## src/rtl/ashifter_32bit.sv

```systemverilog
// ashifter_32bit: 32-bit single-position arithmetic shifter, registered output.
//   C = 0 : S <= {D[30:0], 1'b0}   (left, MSB dropped, no overflow flag)
//   C = 1 : S <= {D[31], D[31:1]}  (right, sign replicated, rounds to -inf)
// Ports:
//   clk    in   1  clock, rising edge
//   rst_n  in   1  async active-low reset, clears S immediately
//   C      in   1  direction select (0 left, 1 right)
//   D      in  32  operand, two's complement
//   S      out 32  shift result, one cycle behind C/D

// One output bit's select: neighbour below for left, neighbour above for right.
module ashifter_bit (
  input  logic sel_i,   // 0 = take left source, 1 = take right source
  input  logic lsrc_i,  // D[i-1] (or zero fill at bit 0)
  input  logic rsrc_i,  // D[i+1] (or sign at bit 31)
  output logic n_o
);
  assign n_o = sel_i ? rsrc_i : lsrc_i;
endmodule

module ashifter_32bit #(
  parameter int W = 32
) (
  input  logic         clk,
  input  logic         rst_n,
  input  logic         C,
  input  logic [W-1:0] D,
  output logic [W-1:0] S
);

  // Neighbour taps with the boundary fills folded in: a zero enters at the
  // bottom on a left shift, the sign bit re-enters at the top on a right shift.
  logic [W:0]   lsrc;   // lsrc[i] feeds bit i on a left shift
  logic [W:0]   rsrc;   // rsrc[i] feeds bit i on a right shift
  logic [W-1:0] s_d;
  logic [W-1:0] s_q;

  assign lsrc = {D, 1'b0};
  assign rsrc = {D[W-1], D[W-1], D[W-1:1]};

  genvar i;
  generate
    for (i = 0; i < W; i++) begin : g_bit
      ashifter_bit u_bit (
        .sel_i  (C),
        .lsrc_i (lsrc[i]),
        .rsrc_i (rsrc[i]),
        .n_o    (s_d[i])
      );
    end
  endgenerate

  always_ff @(posedge clk or negedge rst_n) begin
    if (!rst_n) s_q <= '0;
    else        s_q <= s_d;
  end

  assign S = s_q;

endmodule

```

## config.mk

```make
export PLATFORM = sky130hd
export DESIGN_NAME = ashifter_32bit
export DESIGN_NICKNAME = d
export VERILOG_FILES = /design/src/rtl/ashifter_32bit.sv
export SDC_FILE = /design/constraint.sdc
export NUM_CORES = 1
export LEC_CHECK = 0
export BUFFER_PORTS_ARGS = -buffer_cell sky130_fd_sc_hd__buf_2
export CAP_MARGIN = 20
export CORE_ASPECT_RATIO = 1.2
export CORE_MARGIN = 2
export CORE_UTILIZATION = 35
export CTS_BUF_LIST = sky130_fd_sc_hd__clkbuf_16
export CTS_CLUSTER_SIZE = 8
export DETAILED_ROUTE_END_ITERATION = 6
export PLACE_DENSITY = 0.72
export REMOVE_ABC_BUFFERS = 1
export SLEW_MARGIN = 20
export SYNTH_ARGS = -nofsm -noshare
export SYNTH_HDL_FRONTEND = slang
export SYNTH_SLANG_ARGS = --single-unit
```

## constraint.sdc

```tcl
create_clock -name clk -period 0.95 [get_ports clk]
set_input_delay 0.19 -clock clk [delete_from_list [all_inputs] [get_ports clk]]
set_output_delay 0.19 -clock clk [all_outputs]
set_load 0.1 [all_outputs]
```

==> flow_summary.yaml <==
outcome:
  status: "finished, violations left"
  violations: "setup timing"
worst_setup_path:
  startpoint_type: "flip-flop"
  critical_path_required_ps: 760
  cp_slowest_cell: "dfrtp_1"
  crit_arrival_ps: 850
  cp_max_fo: 1
  endpoint_kind: "primary output"
  critPathKind: "flip-flop to primary output"
  critPathBufInv: 1
  path_cells: "buf_12"
  cp.depth: 1
  cp_top_family: "flip-flops"
  max_stage_delay_ps: 400
timing:
  hold_viol: 0
  setup_violations: 32
  setup_ws_ps: -90.4
  rsz0062_at_grt: "true"
  worst_pin_slew_ps: 170
  timing.final.max_slew_violations: 0
  final.period_utilization: 1.10
  final.min_clock_period_ps: 1040
  maxSlewHeadroom: 0.886
  max_freq_mhz: 961
synth:
  yosys-top-cells-count: "dfrtp_1, mux2_4, buf_12"
  yosys.area.top_type: "dfrtp_1"
  syn_avg_cell_area_um2: 19.7
  synth_edf_count: 0
  dominantRegCellSynth: "dfrtp_1"
  yosysMostFrequentCell: "dfrtp_1"
  ys.warnings.count: 0
  synthArstFlopShare: 1.00
  synth_top_area_frac: 0.599
  netlist_top_cells_area: "dfrtp_1, mux2_4, buf_12"
  netlist_area_um2: 1340
  synth_cells: 68
  synth_cell_types: 6
  ys_ff_latch: 32
  synth_seq_area_share: 0.599
place:
  dpl_cell_area_um2: 2200
  place.gp.congestion: 0.643
  post-place-ws_ps: -61.2
  dp.cells: 185
  port_buffers: 66
global_route:
  grt_max_degree: 33
  grt_pass1_vias: 867
  antenna_found_initial: 0
  overflow: 0
  grt_util_all_layers: 0.139
  grt_pass1_wl_um: 4220
detailed_routing:
  met1Wirelength_um: 852
  wl_per_cell_um: 14.3
  wl_um: 2760
  drc_errors: 0
  met3_length_um: 149
  top_layer: "met4"
  dr_total_vias: 802
  drtPass1Iterations: 3
  wl_met2_um: 1690
  viasPerCell: 4.16
  drtIter0Drc: 7
  ant_nets: 0
power:
  p_comb_frac: 0.347
  peakVddDrop_v: 0.000838
  seqPwrFrac: 0.343
  power_frac_clock: 0.311
  leakage_nw: 1.15
  p_sw_mw: 1.52
  p_int_mw: 3.03
  netSwitchingFraction: 0.335
  cellPowerDensity_nw_per_um2: 1940
die:
  die_h_um: 71.7
  core_um2: 3630
  initial_core_util: 0.368
  ios: 67
  rows: 24
  die_area_um2: 4330
  die_x_um: 60.4
run:
  drv_cap: 0
clock_network:
  post_cts_resized: 0
  post_cts_buffers: 0
  clkSinkCount: 32
  cts-root-buf: "clkbuf_16"
  cts_tree: "built"
  cts_buffer_depth: 2
  clkTransAtPathRegs_ps: 50
  h-tree-depth: 2
  numCtsBuffers: 5
cells_and_area:
  largest-register: "S"
  fillers: 264
  multi_input_area_um2: 464
  final_nets: 176
  drive_gt1_frac: 0.745
  largest_reg_flops: 32
  num_antenna_cells: 0
  fin_area_um2: 2340
  synthToLayoutAreaGrowth_pct: 75.4
  layoutNonFillerInstCount: 193
  register_area_um2: 801
  reg.largest.list: "S (32)"
worst_hold_path:
  hold_depth: 2
  hold_path.class: "input port to flip-flop"
## layout make-up
type / instances / share of cell area
clock buffers: 5 / 0.0534
clock inverters: 2 / 0.00320
multi-input cells: 32 / 0.198
flip-flops and latches: 32 / 0.342
well taps: 52 / 0.0278
repair buffers: 70 / 0.376
## worst paths after layout
| kind | from | endpoint | slack, ps |
|---|---|---|---|
| setup / recovery | S[8] | S[8] | -90 |
| hold / removal | D[0] | S[1] | 150 |
| max in group asynchronous | rst_n | S[2] | 370 |
| min in group asynchronous | rst_n | S[8] | 410 |
## cell usage in the layout (no fill, tap or decap)
master and instances:
buf_12 35, buf_2 34, dfrtp_1 32, mux2_4 29, clkbuf_16 5, mux2_2 2, clkinv_1 2, and2_1 1
dlygate4sd3_1 1
## repair_timing
item | in CTS | in global routing
endpoints found under the setup margin | 32 | 32
hold buffers | 1 | 0
endpoints found under the hold margin | 32 | 0
## power groups by stage
| stage | Combinational, mW | Clock [mW] | Sequential (mW) |
|---|---|---|---|
| 5_1_grt | 1.62 | 1.54 | 1.57 |
| 3_3_place_gp | 1.56 | 0 | 1.58 |
| 3_5_place_dp | 1.58 | 0 | 1.58 |
| 2_1_floorplan | 0.169 | 0 | 2.29 |
| 6_report | 1.58 | 1.41 | 1.56 |
| 4_1_cts | 1.59 | 1.47 | 1.56 |
## layer usage
layer,global-route usage,vias up
met1,0.122,381
met2,0.264,34
li1,-,380
met5,0,-
met4,0.0741,0
met3,0.0451,7
## per-stage QoR
step	total power [mW]	hold slack (ps)	setup TNS, ps	util
after CTS	4.62	144	-2760	0.645
after detailed placement	3.17	155	-464	0.606
after floorplan	2.46	-106	-3940	-
after global routing	4.72	148	-3200	0.645
final	4.55	154	-2390	0.645
after global placement	3.14	148	-25.6	0.606
## cell families (layout without fill, tap and decap cells)
group                  after synthesis  after routing  synth area share
DFF                                 32             32             0.599
muxes                               31             31             0.343
buffers and inverters                4             77            0.0534
and+or+nand+nor                      1              1           0.00468
Power figures use the tool's default switching activity.
